===== config.mk =====
export PLATFORM = sky130hd
export DESIGN_NAME = ok_uart_reporter_flat
export DESIGN_NICKNAME = d
export VERILOG_FILES = /design/src/rtl/ok_uart_reporter_if.sv /design/src/rtl/ok_uart_reporter.sv /design/src/flat_wrapper.sv
export SDC_FILE = /design/constraint.sdc
export NUM_CORES = 1
export LEC_CHECK = 0
export ABC_CLOCK_PERIOD_IN_PS = 4100
export BUFFER_PORTS_ARGS = -buffer_cell sky130_fd_sc_hd__buf_2
export CAP_MARGIN = 10
export CORE_UTILIZATION = 68
export CTS_BUF_LIST = sky130_fd_sc_hd__clkbuf_8
export DETAILED_ROUTE_END_ITERATION = 12
export GPL_TIMING_DRIVEN = 0
export PLACE_DENSITY = 0.89
export SLEW_MARGIN = 20
export SYNTH_ARGS = -nofsm -noshare
export SYNTH_HDL_FRONTEND = slang
export SYNTH_SLANG_ARGS = --single-unit

===== constraint.sdc =====
create_clock -name i_clk -period 4.1 [get_ports i_clk]
set_input_delay 0.41 -clock i_clk [delete_from_list [all_inputs] [get_ports i_clk]]
set_output_delay 0.41 -clock i_clk [all_outputs]
set_load 0.02 [all_outputs]

===== src/rtl/ok_uart_reporter_if.sv =====
`default_nettype none
// ============================================================================
// Module      : ok_uart_reporter_if
// Description : OK flag / result bus feeding the UART reporter.
// Revision    : 1.0 - initial release
// ============================================================================
interface ok_uart_reporter_if;
    logic       ok;
    logic [6:0] ok_data;

    modport master (output ok, output ok_data);
    modport slave  (input  ok, input  ok_data);
endinterface
`default_nettype wire


===== src/rtl/ok_uart_reporter.sv =====
`default_nettype none
// ============================================================================
// Module      : ok_uart_reporter
// Description : Captures ok_data on each OK rising edge into a FIFO and
//               serialises the buffered results as UART 8N1 frames.
// Revision    : 1.0 - initial release
// ============================================================================
module ok_uart_reporter #(
    parameter int DEPTH        = 8,
    parameter int CLKS_PER_BIT = 868
) (
    input  wire logic                    i_clk,
    input  wire logic                    i_rst,
    ok_uart_reporter_if.slave            ok_bus,
    output logic                         o_tx,
    output logic                         o_busy,
    output logic [$clog2(DEPTH):0]       o_fifo_count,
    output logic                         o_overflow
);

    localparam int c_addr_w = $clog2(DEPTH);
    localparam int c_cnt_w  = c_addr_w + 1;
    localparam int c_baud_w = $clog2(CLKS_PER_BIT);
    localparam logic [c_baud_w-1:0] c_baud_last = c_baud_w'(CLKS_PER_BIT - 1);
    localparam logic [c_cnt_w-1:0]  c_depth     = c_cnt_w'(DEPTH);

    typedef enum logic [1:0] {
        S_IDLE  = 2'd0,
        S_START = 2'd1,
        S_DATA  = 2'd2,
        S_STOP  = 2'd3
    } state_t;

    logic                ok_q;
    logic [6:0]          mem_q [DEPTH];
    logic [c_addr_w-1:0] wr_ptr_q, wr_ptr_d;
    logic [c_addr_w-1:0] rd_ptr_q, rd_ptr_d;
    logic [c_cnt_w-1:0]  count_q, count_d;
    logic                ovf_q, ovf_d;

    state_t              state_q, state_d;
    logic [c_baud_w-1:0] baud_q, baud_d;
    logic [2:0]          bit_q, bit_d;
    logic [7:0]          shift_q, shift_d;
    logic                tx_q, tx_d;
    logic                busy_q, busy_d;

    logic w_capture;
    logic w_wr_en;
    logic w_pop;
    logic w_baud_last;

    // Full check uses the pre-cycle count, so a same-cycle pop never frees a slot.
    assign w_capture   = ok_bus.ok & ~ok_q;
    assign w_wr_en     = w_capture & (count_q < c_depth);
    assign w_baud_last = (baud_q == c_baud_last);

    always_comb begin
        wr_ptr_d = wr_ptr_q;
        rd_ptr_d = rd_ptr_q;
        count_d  = count_q;
        ovf_d    = ovf_q;
        if (w_wr_en) begin
            wr_ptr_d = wr_ptr_q + c_addr_w'(1);
        end
        if (w_pop) begin
            rd_ptr_d = rd_ptr_q + c_addr_w'(1);
        end
        if (w_wr_en && !w_pop) begin
            count_d = count_q + c_cnt_w'(1);
        end else if (!w_wr_en && w_pop) begin
            count_d = count_q - c_cnt_w'(1);
        end
        if (w_capture && !w_wr_en) begin
            ovf_d = 1'b1;
        end
    end

    always_ff @(posedge i_clk) begin
        if (w_wr_en && !i_rst) begin
            mem_q[wr_ptr_q] <= ok_bus.ok_data;
        end
    end

    always_comb begin
        state_d = state_q;
        baud_d  = baud_q;
        bit_d   = bit_q;
        shift_d = shift_q;
        w_pop   = 1'b0;
        case (state_q)
            S_IDLE: begin
                baud_d = '0;
                bit_d  = '0;
                if (count_q != '0) begin
                    w_pop   = 1'b1;
                    shift_d = {1'b1, mem_q[rd_ptr_q]};
                    state_d = S_START;
                end
            end
            S_START: begin
                if (w_baud_last) begin
                    baud_d  = '0;
                    state_d = S_DATA;
                end else begin
                    baud_d = baud_q + c_baud_w'(1);
                end
            end
            S_DATA: begin
                if (w_baud_last) begin
                    baud_d  = '0;
                    shift_d = {1'b0, shift_q[7:1]};
                    if (bit_q == 3'd7) begin
                        bit_d   = '0;
                        state_d = S_STOP;
                    end else begin
                        bit_d = bit_q + 3'd1;
                    end
                end else begin
                    baud_d = baud_q + c_baud_w'(1);
                end
            end
            S_STOP: begin
                if (w_baud_last) begin
                    baud_d  = '0;
                    state_d = S_IDLE;
                end else begin
                    baud_d = baud_q + c_baud_w'(1);
                end
            end
            default: begin
                state_d = S_IDLE;
            end
        endcase

        // Outputs are decoded from the next state so they register in step with it.
        case (state_d)
            S_START: tx_d = 1'b0;
            S_DATA:  tx_d = shift_d[0];
            default: tx_d = 1'b1;
        endcase
        busy_d = (state_d != S_IDLE);
    end

    always_ff @(posedge i_clk) begin
        if (i_rst) begin
            ok_q     <= 1'b0;
            wr_ptr_q <= '0;
            rd_ptr_q <= '0;
            count_q  <= '0;
            ovf_q    <= 1'b0;
            state_q  <= S_IDLE;
            baud_q   <= '0;
            bit_q    <= '0;
            shift_q  <= '0;
            tx_q     <= 1'b1;
            busy_q   <= 1'b0;
        end else begin
            ok_q     <= ok_bus.ok;
            wr_ptr_q <= wr_ptr_d;
            rd_ptr_q <= rd_ptr_d;
            count_q  <= count_d;
            ovf_q    <= ovf_d;
            state_q  <= state_d;
            baud_q   <= baud_d;
            bit_q    <= bit_d;
            shift_q  <= shift_d;
            tx_q     <= tx_d;
            busy_q   <= busy_d;
        end
    end

    assign o_tx         = tx_q;
    assign o_busy       = busy_q;
    assign o_fifo_count = count_q;
    assign o_overflow   = ovf_q;

endmodule
`default_nettype wire


===== src/flat_wrapper.sv =====
// flat-port wrapper written by rule: the top's interface ports become plain ports
module ok_uart_reporter_flat 
#(
    parameter int DEPTH        = 8,
    parameter int CLKS_PER_BIT = 868
)
  (i_clk, i_rst, o_tx, o_busy, o_fifo_count, o_overflow, ok_bus_ok, ok_bus_ok_data);
  ok_uart_reporter_if ok_bus_i ();
  input  wire logic i_clk;
  input  wire logic i_rst;
  output logic o_tx;
  output logic o_busy;
  output logic [$clog2(DEPTH):0] o_fifo_count;
  output logic o_overflow;
  input wire logic [$bits(ok_bus_i.ok)-1:0] ok_bus_ok;
  input wire logic [$bits(ok_bus_i.ok_data)-1:0] ok_bus_ok_data;
  assign ok_bus_i.ok = ok_bus_ok;
  assign ok_bus_i.ok_data = ok_bus_ok_data;
  ok_uart_reporter #(.DEPTH(DEPTH), .CLKS_PER_BIT(CLKS_PER_BIT)) u_core (.i_clk(i_clk), .i_rst(i_rst), .ok_bus(ok_bus_i), .o_tx(o_tx), .o_busy(o_busy), .o_fifo_count(o_fifo_count), .o_overflow(o_overflow));
endmodule

==> impl_results.rst <==
.. list-table::
   :header-rows: 1

   * - Metric
     - Value
   * - Status
     - finished clean
   * - Height of the die
     - between 70 and 80 um
   * - Number of input and output port buffers inserted
     - 15
   * - Number of max-cap violations
     - 0
   * - Area enclosed by the die boundary
     - 6060 um^2
   * - Drt wl/cell
     - 18.4 um
   * - Area growth from synthesis to layout
     - 10.5%
   * - Core Area
     - between 5000 and 6000 um^2
   * - Hold buffer count at cts
     - 0
   * - Dpl hpwl
     - around 4700 um
   * - Source-to-sink clock delay at the later pin of the worst-skew pair
     - 360 ps
   * - Register bit count reported by yosys
     - 96
   * - Worst setup path category
     - reg2reg
   * - Final net count
     - 331
   * - Post-route ant nets
     - 0
   * - Largest delay contributor family on the critical path
     - simple AND/OR/NAND/NOR gates
   * - Synth area leaders
     - sky130_fd_sc_hd__edfxtp_1 43%, sky130_fd_sc_hd__dfxtp_1 20%, sky130_fd_sc_hd__nor2_1 5.1%
   * - Worst Skew
     - 13.3 ps
   * - Share of the cycle needed by the critical path after routing
     - 71.1%
   * - Syn_nets
     - 303
   * - Global-route wire length before repair
     - 11400 um
   * - Clock slew seen by the registers of the worst setup and hold paths
     - around 100 ps
   * - Clock tree from TritonCTS
     - built
   * - Required time of the critical path
     - 4400 ps
   * - Syn Area/Cell
     - 13.8 um^2
   * - Final design area excluding fillers
     - 4320 um^2
   * - Via count of the first global-routing pass
     - 2295
   * - FMAX
     - 343 MHz
   * - Sequential element share of the synthesized area
     - 63.5%
   * - Actual slew at the worst max-slew pin
     - approximately 820 ps
   * - Routed vias
     - ~2400
   * - Fillers
     - roughly 330
   * - Total instance count after detailed placement
     - 373
   * - Syn Inst Count
     - 284
   * - Total global routing track utilization
     - 26.0%
   * - Root Driver
     - sky130_fd_sc_hd__clkbuf_8
   * - Tot Pwr
     - about 2.5 mW
   * - Number of buffer and inverter stages on the critical path
     - 2
   * - Placement-stage cell area
     - between 4000 and 5000 um^2
   * - Post-CTS sizing
     - 0
   * - Main flop type after synthesis
     - sky130_fd_sc_hd__edfxtp_1
   * - Die Span X
     - 77.8 um
   * - Starting utilization of the core area
     - 71.0%
   * - Worst min-delay path class
     - in2reg
   * - Library cells used by synthesis
     - 47
   * - Grt ovf
     - 0
   * - Sinks on the clock net
     - 96
   * - Vias per cell
     - 6.06
   * - Area leader, netlist
     - sky130_fd_sc_hd__edfxtp_1
   * - Final Routed Wirelength
     - 7140 um
   * - Peak ir drop on the vdd network
     - 0.000359 V
   * - Static Leakage
     - between 1.5 and 2 nW
   * - Setup violation total in the final timing report
     - 0
   * - DRT iter0 DRCs
     - around 160
   * - Kind of end point of the critical path
     - flip-flop
   * - I/O pin count
     - 17
   * - Post-synthesis instance area
     - 3910 um^2
   * - Count of standard-cell rows
     - 27
   * - DR pass1 iterations
     - 4
   * - Ys Warns
     - 0
   * - Relative slew slack
     - 44.8%
   * - Final Instance Count excl. Fillers
     - approximately 390
   * - Layout cell share with drive strength beyond 1
     - about 16%
   * - Minimum clock period
     - approximately 3000 ps
   * - Highest fanout seen on the critical path
     - 9
   * - Placer Congestion
     - 0.748
   * - Synth async-reset ratio
     - 0%
   * - Pin count of the biggest net entering global routing
     - 17
   * - Ordered cell list for the critical path
     - nor4_2 > nor3_2 > clkinv_1 > ha_1 > inv_1 > ha_1 > a21o_1 > a21oi_1 > xnor2_1 > or3_1 > a21oi_1
   * - Unrepaired setup endpoints after global routing
     - no
   * - CP max stage delay
     - 470 ps
   * - Crit-path slowest cell
     - sky130_fd_sc_hd__dfxtp_1
   * - CP startpoint kind
     - flip-flop
   * - Setup TNS
     - 0 ps
   * - Buffer levels on the longest clock path
     - 2
   * - Count of final hold-check violations
     - 0
   * - Post CTS Setup Buffer Count
     - 0
   * - Endpoint arrival time on the critical path
     - 3220 ps
   * - Top cell type's share of synthesized area
     - 43.0%
   * - H-tree levels
     - 3
   * - Power density cells
     - 569 nW/um^2
   * - Final Slew Violations
     - 0
   * - Initial antenna violation count
     - 0
   * - Final routed DRC violation total
     - 0
   * - EDFF count, synth
     - between 50 and 60
   * - Num CTS Buffers
     - 9
   * - Antenna diodes
     - 0
==> final cells by class <==
class	instances	area, um^2	area share (%)
Multi-Input combinational cell	169	1350	31.2
Clock inverter	6	93.8	2.17
Buffer	13	67.6	1.56
Tap cell	72	90.1	2.09
Clock buffer	9	124	2.87
Sequential cell	96	2480	57.5
Timing Repair Buffer	17	90.1	2.09
Inverter	6	22.5	0.521
==> cell usage in the layout (no fill, tap or decap), types with 3 or more instances in the layout <==
cell / n
sky130_fd_sc_hd__mux4_2: 7
sky130_fd_sc_hd__buf_2: 18
sky130_fd_sc_hd__inv_1: 5
sky130_fd_sc_hd__dfxtp_1: 40
sky130_fd_sc_hd__a221oi_1: 6
sky130_fd_sc_hd__ha_1: 8
sky130_fd_sc_hd__xor2_1: 6
sky130_fd_sc_hd__clkbuf_8: 9
sky130_fd_sc_hd__xnor2_1: 10
sky130_fd_sc_hd__clkbuf_1: 7
sky130_fd_sc_hd__a21oi_1: 7
sky130_fd_sc_hd__and3_1: 3
sky130_fd_sc_hd__nor4_2: 3
sky130_fd_sc_hd__mux2i_1: 8
sky130_fd_sc_hd__edfxtp_1: 56
sky130_fd_sc_hd__nor2_1: 53
sky130_fd_sc_hd__nand2_1: 10
sky130_fd_sc_hd__mux4_1: 7
sky130_fd_sc_hd__nand3_1: 3
sky130_fd_sc_hd__and2_1: 3
sky130_fd_sc_hd__nor3_1: 4
==> metal layers <==
metal  vias up  share of wire (%)  track usage, %
met5         -                  0               0
met4         0                1.9            12.5
met3        12                3.0            3.88
met2        53                 52            45.8
met1      1178                 43            31.5
li1       1110                  -               -
==> power breakdown <==
| group | internal, mW | switching (mW) | leakage, nW |
|---|---|---|---|
| Combinational | 0.277 | 0.323 | 0.572 |
| Clock | 0.344 | 0.331 | 0.106 |
| Sequential | 1.10 | 0.0769 | 0.832 |
| Total | 1.73 | 0.731 | 1.51 |
==> stage by stage <==
step	hold WS (ps)	setup WS [ps]	utilization, %
finish	295	1180	78.4
global route	318	925	78.4
CTS	295	1190	78.4
detailed placement	476	1240	74.5
global placement	442	1220	74.0
floorplan	430	1450	-
==> cells by family after synthesis <==
family	share of synthesized area (%)
AND/OR/NAND/NOR	11.7
buffers and inverters	2.30
adder cells (fa/ha/maj)	3.07
multiplexers	10.8
AO/OA/AOI/OAI	4.99
XOR/XNOR	3.59
flip-flops	63.5
==> synth_stat cells (3+ instances only) <==
cell,instances
sky130_fd_sc_hd__clkbuf_1,7
sky130_fd_sc_hd__edfxtp_1,56
sky130_fd_sc_hd__and2_1,3
sky130_fd_sc_hd__nand3_1,3
sky130_fd_sc_hd__a221oi_1,6
sky130_fd_sc_hd__mux4_2,7
sky130_fd_sc_hd__and3_1,3
sky130_fd_sc_hd__mux4_1,7
sky130_fd_sc_hd__nand2_1,10
sky130_fd_sc_hd__a21oi_1,7
sky130_fd_sc_hd__ha_1,8
sky130_fd_sc_hd__xor2_1,6
sky130_fd_sc_hd__xnor2_1,10
sky130_fd_sc_hd__dfxtp_1,40
sky130_fd_sc_hd__buf_2,3
sky130_fd_sc_hd__nor2_1,53
sky130_fd_sc_hd__inv_1,5
sky130_fd_sc_hd__nor3_1,4
sky130_fd_sc_hd__mux2i_1,8
==> flip-flops by register name, indices dropped and copies added (netlist names), 2 cells and up, named ones only <==
| name | count |
|---|---|
| u_core.baud_q | 10 |
| u_core.bit_q | 3 |
| u_core.mem_q | 56 |
| u_core.o_fifo_count | 4 |
| u_core.rd_ptr_q | 3 |
| u_core.shift_q | 8 |
| u_core.state_q | 2 |
| u_core.wr_ptr_q | 3 |
==> worst paths after layout <==
path                           from                     end  slack, ps  depth (start not counted)
min                       ok_bus_ok             u_core.ok_q        290                          2
max          u_core.o_fifo_count[3]  u_core.o_fifo_count[3]       1180                         11
max reg2reg  u_core.o_fifo_count[3]  u_core.o_fifo_count[3]       1180                         11
min reg2reg      u_core.rd_ptr_q[1]      u_core.rd_ptr_q[1]        500                          2
Power figures use the tool's default switching activity.
